File: config.mk
export PLATFORM = sky130hd
export DESIGN_NAME = sae_timing_ctrl
export DESIGN_NICKNAME = d
export VERILOG_FILES = /design/src/rtl/sae_timing_ctrl.sv
export SDC_FILE = /design/constraint.sdc
export NUM_CORES = 1
export LEC_CHECK = 0
export ABC_AREA = 0
export CAP_MARGIN = 20
export CORE_UTILIZATION = 40
export DETAILED_ROUTE_END_ITERATION = 16
export PLACE_DENSITY = 0.72
export SYNTH_ARGS = -nofsm -noshare
export SYNTH_HDL_FRONTEND = slang
export SYNTH_SLANG_ARGS = --single-unit
File: constraint.sdc
create_clock -name i_clk -period 5.1 [get_ports i_clk]
set_input_delay 1.02 -clock i_clk [delete_from_list [all_inputs] [get_ports i_clk]]
set_output_delay 1.02 -clock i_clk [all_outputs]
set_load 0.01 [all_outputs]
File: src/rtl/sae_timing_ctrl.sv
// sae_timing_ctrl
// Launches a level into an external delay chain, waits for the returning
// sense-amp enable (SAE_RTN), captures sense-amp data on its arrival and
// measures the launch-to-return latency in clock cycles. Both the wait for
// the rising return and the wait for its release are bounded by TIMEOUT;
// an expiry sets a sticky error flag instead of producing data.
module sae_timing_ctrl #(
    parameter int DATA_W      = 32,
    parameter int TIMEOUT     = 16,  // 2..255
    parameter int SYNC_STAGES = 2    // 2..4
) (
    input  logic              i_clk,
    input  logic              i_rst,
    input  logic              i_req,
    input  logic              i_err_clr,
    input  logic              i_sae_rtn,
    input  logic [DATA_W-1:0] i_sa_dout,
    output logic              o_dly_in,
    output logic [DATA_W-1:0] o_dout,
    output logic              o_dvalid,
    output logic [7:0]        o_dly_cnt,
    output logic              o_busy,
    output logic              o_timeout_err
);

    typedef enum logic [1:0] {
        ST_IDLE    = 2'd0,
        ST_WAIT    = 2'd1,
        ST_RELEASE = 2'd2
    } state_t;

    // 9 bits so cnt+1 never wraps before the compare
    localparam logic [8:0] TO_VAL = 9'(TIMEOUT);

    state_t                   r_state;
    state_t                   w_state_nxt;
    logic [SYNC_STAGES-1:0]   r_sync;
    logic                     w_sae_s;
    logic [7:0]               r_cnt;
    logic [7:0]               w_cnt_nxt;
    logic [8:0]               w_cnt_inc;
    logic                     w_cnt_hit;
    logic                     r_dly_in;
    logic                     w_dly_in_nxt;
    logic                     r_dvalid;
    logic                     w_dvalid_nxt;
    logic [DATA_W-1:0]        r_dout;
    logic [DATA_W-1:0]        w_dout_nxt;
    logic [7:0]               r_dly_cnt;
    logic [7:0]               w_dly_cnt_nxt;
    logic                     r_err;
    logic                     w_err_nxt;

    // SAE_RTN is asynchronous to the clock; only the last stage is used
    always_ff @(posedge i_clk) begin
        if (i_rst) r_sync <= '0;
        else       r_sync <= {r_sync[SYNC_STAGES-2:0], i_sae_rtn};
    end

    assign w_sae_s   = r_sync[SYNC_STAGES-1];
    assign w_cnt_inc = {1'b0, r_cnt} + 9'd1;
    assign w_cnt_hit = (w_cnt_inc == TO_VAL);

    // Next-state and next-register values; capture beats timeout in WAIT,
    // and a timeout beats a same-edge error clear
    always_comb begin
        w_state_nxt   = r_state;
        w_cnt_nxt     = r_cnt;
        w_dly_in_nxt  = r_dly_in;
        w_dvalid_nxt  = 1'b0;
        w_dout_nxt    = r_dout;
        w_dly_cnt_nxt = r_dly_cnt;
        w_err_nxt     = r_err & ~i_err_clr;

        case (r_state)
            ST_IDLE: begin
                w_dly_in_nxt = 1'b0;
                // a still-high return from the previous read blocks relaunch
                if (i_req && !w_sae_s) begin
                    w_state_nxt  = ST_WAIT;
                    w_dly_in_nxt = 1'b1;
                    w_cnt_nxt    = 8'd0;
                end
            end
            ST_WAIT: begin
                if (w_sae_s) begin
                    w_state_nxt   = ST_RELEASE;
                    w_dout_nxt    = i_sa_dout;
                    w_dvalid_nxt  = 1'b1;
                    w_dly_cnt_nxt = w_cnt_inc[7:0];
                    w_dly_in_nxt  = 1'b0;
                    w_cnt_nxt     = 8'd0;
                end else if (w_cnt_hit) begin
                    w_state_nxt  = ST_RELEASE;
                    w_err_nxt    = 1'b1;
                    w_dly_in_nxt = 1'b0;
                    w_cnt_nxt    = 8'd0;
                end else begin
                    w_cnt_nxt    = w_cnt_inc[7:0];
                    w_dly_in_nxt = 1'b1;
                end
            end
            ST_RELEASE: begin
                w_dly_in_nxt = 1'b0;
                if (!w_sae_s) begin
                    w_state_nxt = ST_IDLE;
                end else if (w_cnt_hit) begin
                    w_state_nxt = ST_IDLE;
                    w_err_nxt   = 1'b1;
                end else begin
                    w_cnt_nxt = w_cnt_inc[7:0];
                end
            end
            default: begin
                w_state_nxt  = ST_IDLE;
                w_dly_in_nxt = 1'b0;
            end
        endcase
    end

    // State and datapath registers; reset discards any read in flight
    always_ff @(posedge i_clk) begin
        if (i_rst) begin
            r_state   <= ST_IDLE;
            r_cnt     <= 8'd0;
            r_dly_in  <= 1'b0;
            r_dvalid  <= 1'b0;
            r_dout    <= '0;
            r_dly_cnt <= 8'd0;
            r_err     <= 1'b0;
        end else begin
            r_state   <= w_state_nxt;
            r_cnt     <= w_cnt_nxt;
            r_dly_in  <= w_dly_in_nxt;
            r_dvalid  <= w_dvalid_nxt;
            r_dout    <= w_dout_nxt;
            r_dly_cnt <= w_dly_cnt_nxt;
            r_err     <= w_err_nxt;
        end
    end

    assign o_dly_in      = r_dly_in;
    assign o_dout        = r_dout;
    assign o_dvalid      = r_dvalid;
    assign o_dly_cnt     = r_dly_cnt;
    assign o_busy        = (r_state != ST_IDLE);
    assign o_timeout_err = r_err;

endmodule
==> results of run 1 <==
==> flip-flops by register name, summed over array words and instances, names as in the netlist <==
signal         flops
r_state            2
r_cnt              8
o_timeout_err      1
o_dly_in           1
o_dout            32
o_dvalid           1
o_dly_cnt          8
r_sync             2
==> logic make-up (layout without fill, tap and decap cells) <==
logic type	after synthesis	count (layout)	share of synthesized area (%)
AOI/OAI and AO/OA	74	74	20.16
xor gates and xnor gates	6	6	2.187
adders and majority gates	5	5	2.604
buffers and inverters	33	101	7.135
DFF	55	55	45.83
muxes	2	2	0.8854
and+or+nand+nor	115	115	21.20
==> per-layer routing <==
layer	part of all wire, %	global-route usage, %
met1	48	22.54
met5	0	0
met3	6.7	3.886
met2	45	29.15
met4	0.72	4.727
==> how the worst max path moves through the flow <==
stage	start	to	cells past startpoint
after CTS	i_req	r_cnt[5]	7
after floorplan	i_req	r_cnt[1]	6
after global routing	i_req	r_cnt[4]	7
after global placement	i_req	r_cnt[1]	7
after detailed placement	i_req	r_cnt[5]	7
final	i_req	r_cnt[5]	7
==> synth_stat cells, drive strengths merged <==
library cell | instances | area, µm²
o21bai | 1 | 7.510
a31oi | 8 | 50.05
a311oi | 2 | 35.04
xor2 | 1 | 8.760
a211oi | 9 | 72.57
nor4b | 1 | 8.760
nand3b | 3 | 22.52
o211a | 2 | 20.02
clkbuf | 15 | 66.31
nand3 | 2 | 10.01
a21oi | 39 | 198.9
o211ai | 1 | 12.51
o31ai | 1 | 7.510
inv | 11 | 41.29
and2 | 2 | 12.51
a211o | 1 | 10.01
and3 | 4 | 31.28
nor2 | 12 | 45.04
nand2 | 77 | 289.0
dfxtp | 55 | 1101
a22oi | 1 | 7.510
o2bb2ai | 2 | 17.52
nor2b | 5 | 31.28
nor3 | 5 | 30.03
ha | 5 | 62.56
mux2i | 1 | 10.01
o21ai | 6 | 37.54
nand4 | 2 | 12.51
a21o | 1 | 7.510
xnor2 | 5 | 43.79
nor4 | 1 | 6.260
buf | 7 | 63.81
or4b | 1 | 10.01
mux2 | 1 | 11.26
==> metrics by stage <==
stage          cells  setup slack (ns)  util [%]
6_report         430             2.275     58.28
5_1_grt          430             2.045     58.28
4_1_cts          430             2.334     58.28
3_5_place_dp     422             2.039     56.60
3_3_place_gp     421             2.097     56.11
2_1_floorplan    290             2.806         -
==> critical path: cells and delay by family <==
family / cells / cell delay, ns
AND/OR/NAND/NOR: 3 / 1.14
buffers and inverters: 2 / 0.52
AO/OA/AOI/OAI: 2 / 0.38
==> layout by cell type (no fill, tap or decap), drive strengths merged, types with 2 or more instances in the layout <==
cell           Yosys  final
nand3              2      2
nor3               5      5
buf                7      3
inv               11     11
clkdlybuf4s50      0     79
o21ai              6      6
xnor2              5      5
nor2              12     12
dfxtp             55     55
nand3b             3      3
o2bb2ai            2      2
ha                 5      5
and2               2      2
a211oi             9      9
nand2             77     77
and3               4      4
nand4              2      2
a31oi              8      8
nor2b              5      5
a21oi             39     39
clkbuf            15      7
o211a              2      2
a311oi             2      2
==> where the power goes <==
group          internal, mW  total, mW  switching, mW
sequential            0.453      0.467         0.0133
clock                 0.112      0.246          0.135
combinational         0.124      0.262          0.138
total                 0.689      0.975          0.286
==> layout make-up <==
class,instances,area [µm²]
Sequential cell,55,1101
Clock buffer,7,86.33
Fill cell,502,2354
Inverter,11,41.29
Clock inverter,1,8.758
Tap cell,72,90.09
Timing Repair Buffer,82,830.8
Multi-Input combinational cell,202,1130
==> impl_metrics.toml, run 1 <==
[finish]
nNetsFinal = 399
final_area_um2 = 3288
diodes = 0
drive_gt1_share_pct = 6.145
syn_to_final_growth_pct = 36.87

[global_routing]
grt_max_degree = 53
grt_pass1_vias = 1885
antenna_found_initial = 0
grt_use_total_pct = 17.48
grt.overflow.total = 0
grt_pass1_wl_mm = 8.818

[power_and_ir_drop]
power.total_uw = 974.7
p_per_area_nw_per_um2 = 296.4
p_leak_nw = 1.144
ir_worst_vdd_v = 0.0002835

[floorplanning]
die-height_um = 79.50
coreArea_um2 = 5642
die_area_um2 = 6319
num_rows = 27
initial_utilization_pct = 42.58
die_w_um = 79.50
ios = 81

[setup_path]
critPathSlowestCell = "nor3_1"
endpoint_kind = "flip-flop"
critical_path.startpoint_type = "input pin"
r2r-start = "r_state[1]"
cp.arrival_ns = 3.05
crit_type = "input pin to flip-flop"
worstPathMaxFanout = 8
required_ns = 5.33
path_cells = "clkdlybuf4s50_1 > inv_1 > o21ai_0 > nand2_1 > nor3_1 > and2_1 > o2bb2ai_1"
r2r_end = "r_cnt[5]"
reg2reg_depth = 7
regToRegSetupSlack_ns = 2.84
slowest_delay_ns = 0.71

[hold_path]
holdPathEnd = "r_sync[1]"
min-delay-start = "r_sync[0]"
holdCritPathClass = "flip-flop to flip-flop"
min_path_cells = 1

[synth]
synth_area_um2 = 2402
yosysUniqueCellTypes = 44
ys_seq_elements = 55
syn-num-nets = 332
avgSynthCellArea_um2 = 8.284
synth-seq-area-share_pct = 45.83
yosys_warnings = 0
netlist_instances = 290

[clocking]
clk_pin_slew_ns = 0.09
postCtsSetupBuffers = 0
cts_max_level = 2
ctsResizeCount = 0
cts_hold_buf = 0
worstSkewPairLatency_ns = 0.30
cts_buffer_depth = 2
root_buffer = "clkbuf_8"
cts_sinks = 55
cts_buffers = 5
tritoncts = "done"

[routing]
vias = 2126
drt_pre_antenna_iters = 4
drt_iter0_markers = 60
drc = 0
routed_via_density = 4.944
wire_per_inst_um = 12.65
drtAntennaViolNets = 0
wirelength_mm = 5.440

[placement]
port_buffers = 80
place_area_um2 = 3193
dp.final_hpwl_mm = 3.731
gp_congestion = 0.8357

[sta]
finalSetupTns_ns = 0
grt_setup_unrepaired = "no"
hold_viol_final = 0
slew-limit-headroom_pct = 37.85
max_freq_mhz = 354.0
drv_slew = 0
hold_slack_ns = 0.4526
period_needed_ns = 2.825
fin_crit_sh_pct = 55.38
worst-slew-pin-transition_ns = 0.9322
setup_viol = 0
skew_ns = 0.005169

[run]
drv_cap = 0

[outcome]
outcome = "complete, no violations"
Power figures use the tool's default switching activity.
==> run 2: changes to the inputs <==
--- a/config.mk
+++ b/config.mk
@@ -9,7 +9,7 @@
 export CAP_MARGIN = 20
 export CORE_UTILIZATION = 40
 export DETAILED_ROUTE_END_ITERATION = 16
-export PLACE_DENSITY = 0.72
+export PLACE_DENSITY = 0.74
 export SYNTH_ARGS = -nofsm -noshare
 export SYNTH_HDL_FRONTEND = slang
 export SYNTH_SLANG_ARGS = --single-unit
==> constraint.sdc (replaced) <==
create_clock -name i_clk -period 2.3 [get_ports i_clk]
set_input_delay 0.46 -clock i_clk [delete_from_list [all_inputs] [get_ports i_clk]]
set_output_delay 0.46 -clock i_clk [all_outputs]
set_load 0.01 [all_outputs]
==> run 2 against run 1 <==
Sequential cell count is the same. Sequential power grew 120%. Cell area grew 0.99%. Critical endpoint is now r_cnt[2]. Total power increased by 120%. Largest power group unchanged. Clock power rose by 120%. Critical path depth unchanged. Worst hold slack got worse by 0.0014 ns. Global-route usage rose by 0.22 points. Sequential share of layout area decreased by 0.33 points.
==> impl_metrics.toml, run 2 (synthesis gave the netlist of run 1 again) <==
[power_and_ir_drop]
p_leak_nw = 1.162
power.total_mw = 2.174
ir_worst_vdd_v = 0.0005444
p_per_area_nw_per_um2 = 654.7

[routing]
drtAntennaViolNets = 0
wire_per_inst_um = 12.79
routed_via_density = 5.098
drt_iter0_markers = 87
drc = 0
vias = 2228
drt_pre_antenna_iters = 4
wirelength_mm = 5.588

[clocking]
worstSkewPairLatency_ns = 0.30
cts_hold_buf = 0
cts_sinks = 55
tritoncts = "done"
postCtsSetupBuffers = 0
cts_buffers = 5
ctsResizeCount = 0
cts_buffer_depth = 2
clk_pin_slew_ns = 0.10
cts_max_level = 2
root_buffer = "clkbuf_8"

[setup_path]
worstPathMaxFanout = 9
required_ns = 2.53
slowest_delay_ns = 0.43
worst-path-buf-inv = 0
critPathSlowestCell = "dfxtp_1"
crit_family = "compound AO/OA/AOI/OAI gates"
path_cells = "ha_1 > a21oi_1 > mux2_2 > a21oi_2 > a211o_2 > or4b_1 > a31oi_1"
critical_path.startpoint_type = "flip-flop"
regToRegSetupSlack_ns = 0.14
crit_type = "flip-flop to flip-flop"
cp.arrival_ns = 2.39
endpoint_kind = "flip-flop"

[finish]
nNetsFinal = 406
fillers = 522
multiInputGateArea_um2 = 1136
drive_gt1_share_pct = 8.219
diodes = 0
largest_reg_flops = 32
seq_area_um2 = 1101
layout_commonest_cell = "clkdlybuf4s50_1"
final_cells = 437
syn_to_final_growth_pct = 38.23
final_cell_mix = "79 x clkdlybuf4s50_1, 77 x nand2_1, 55 x dfxtp_1"

[global_routing]
grt_pass1_vias = 2015
antenna_found_initial = 0
grt.overflow.total = 0
grt_use_total_pct = 17.69
grt_pass1_wl_mm = 8.935
grt_max_degree = 46

[sta]
max_freq_mhz = 463.8
grt_setup_unrepaired = "no"
worst-slew-pin-transition_ns = 0.6178
fin_crit_sh_pct = 93.74
finalSetupTns_ns = 0
hold_viol_final = 0
setup_viol = 0
skew_ns = 0.006010
period_needed_ns = 2.156
slew-limit-headroom_pct = 58.38
drv_slew = 0

[hold_path]
holdCritPathClass = "flip-flop to flip-flop"

[placement]
gp_congestion = 0.9428
port_buffers = 80
dp.final_hpwl_mm = 3.946
placed_cells = 429

[floorplanning]
die_w_um = 79.50
initial_utilization_pct = 42.58
num_rows = 27
ios = 81
die-height_um = 79.50
coreArea_um2 = 5642
die_area_um2 = 6319

[run]
drv_cap = 0

[outcome]
outcome = "complete, no violations"
run 2: stage by stage:
step | hold WS (ns) | setup slack (ns) | area, µm² | util (%)
6_report | 0.4512 | 0.1441 | 3321 | 58.86
5_1_grt | 0.4761 | 0.01321 | 3321 | 58.86
4_1_cts | 0.4568 | 0.1644 | 3314 | 58.75
3_5_place_dp | 0.4284 | 0.1802 | 3226 | 57.17
3_3_place_gp | 0.4194 | 0.2428 | 3226 | 57.17
2_1_floorplan | 0.4138 | 0.3918 | 2402 | -
run 2: path summary, 6_finish.rpt:
check                                from         to  depth (start not counted)
worst min register to register  r_sync[0]  r_sync[1]                          1
worst min-delay path            r_sync[0]  r_sync[1]                          1
worst max register to register   r_cnt[0]   r_cnt[2]                          7
worst max-delay path             r_cnt[0]   r_cnt[2]                          7
run 2: report_power, final:
group,total (mW),switching [mW],leakage (nW),internal (mW)
sequential,1.04,0.0302,0.445,1.00
clock,0.530,0.310,0.0418,0.219
combinational,0.609,0.316,0.676,0.293
run 2: routing by layer:
layer	global-route usage, %	vias up	share of wire (%)
met4	4.909	0	1.2
met5	0	-	0
met1	21.91	1015	44
met3	4.343	7	8.7
li1	-	1120	-
met2	30.26	86	46
run 2: area by class of cell:
class,instances,share of cell area (%)
flip-flops and latches,55,33.16
well taps,72,2.713
clock buffers,6,2.185
repair buffers,89,26.00
inverters,11,1.243
multi-input cells,202,34.21
clock inverters,2,0.4898
run 2: worst register-to-register path: cells and delay by family (launching register included):
kind,cells,cell delay [ns]
AOI/OAI and AO/OA,4,0.54
adders and majority gates,1,0.38
and+or+nand+nor,1,0.43
muxes,1,0.30
DFF,1,0.43
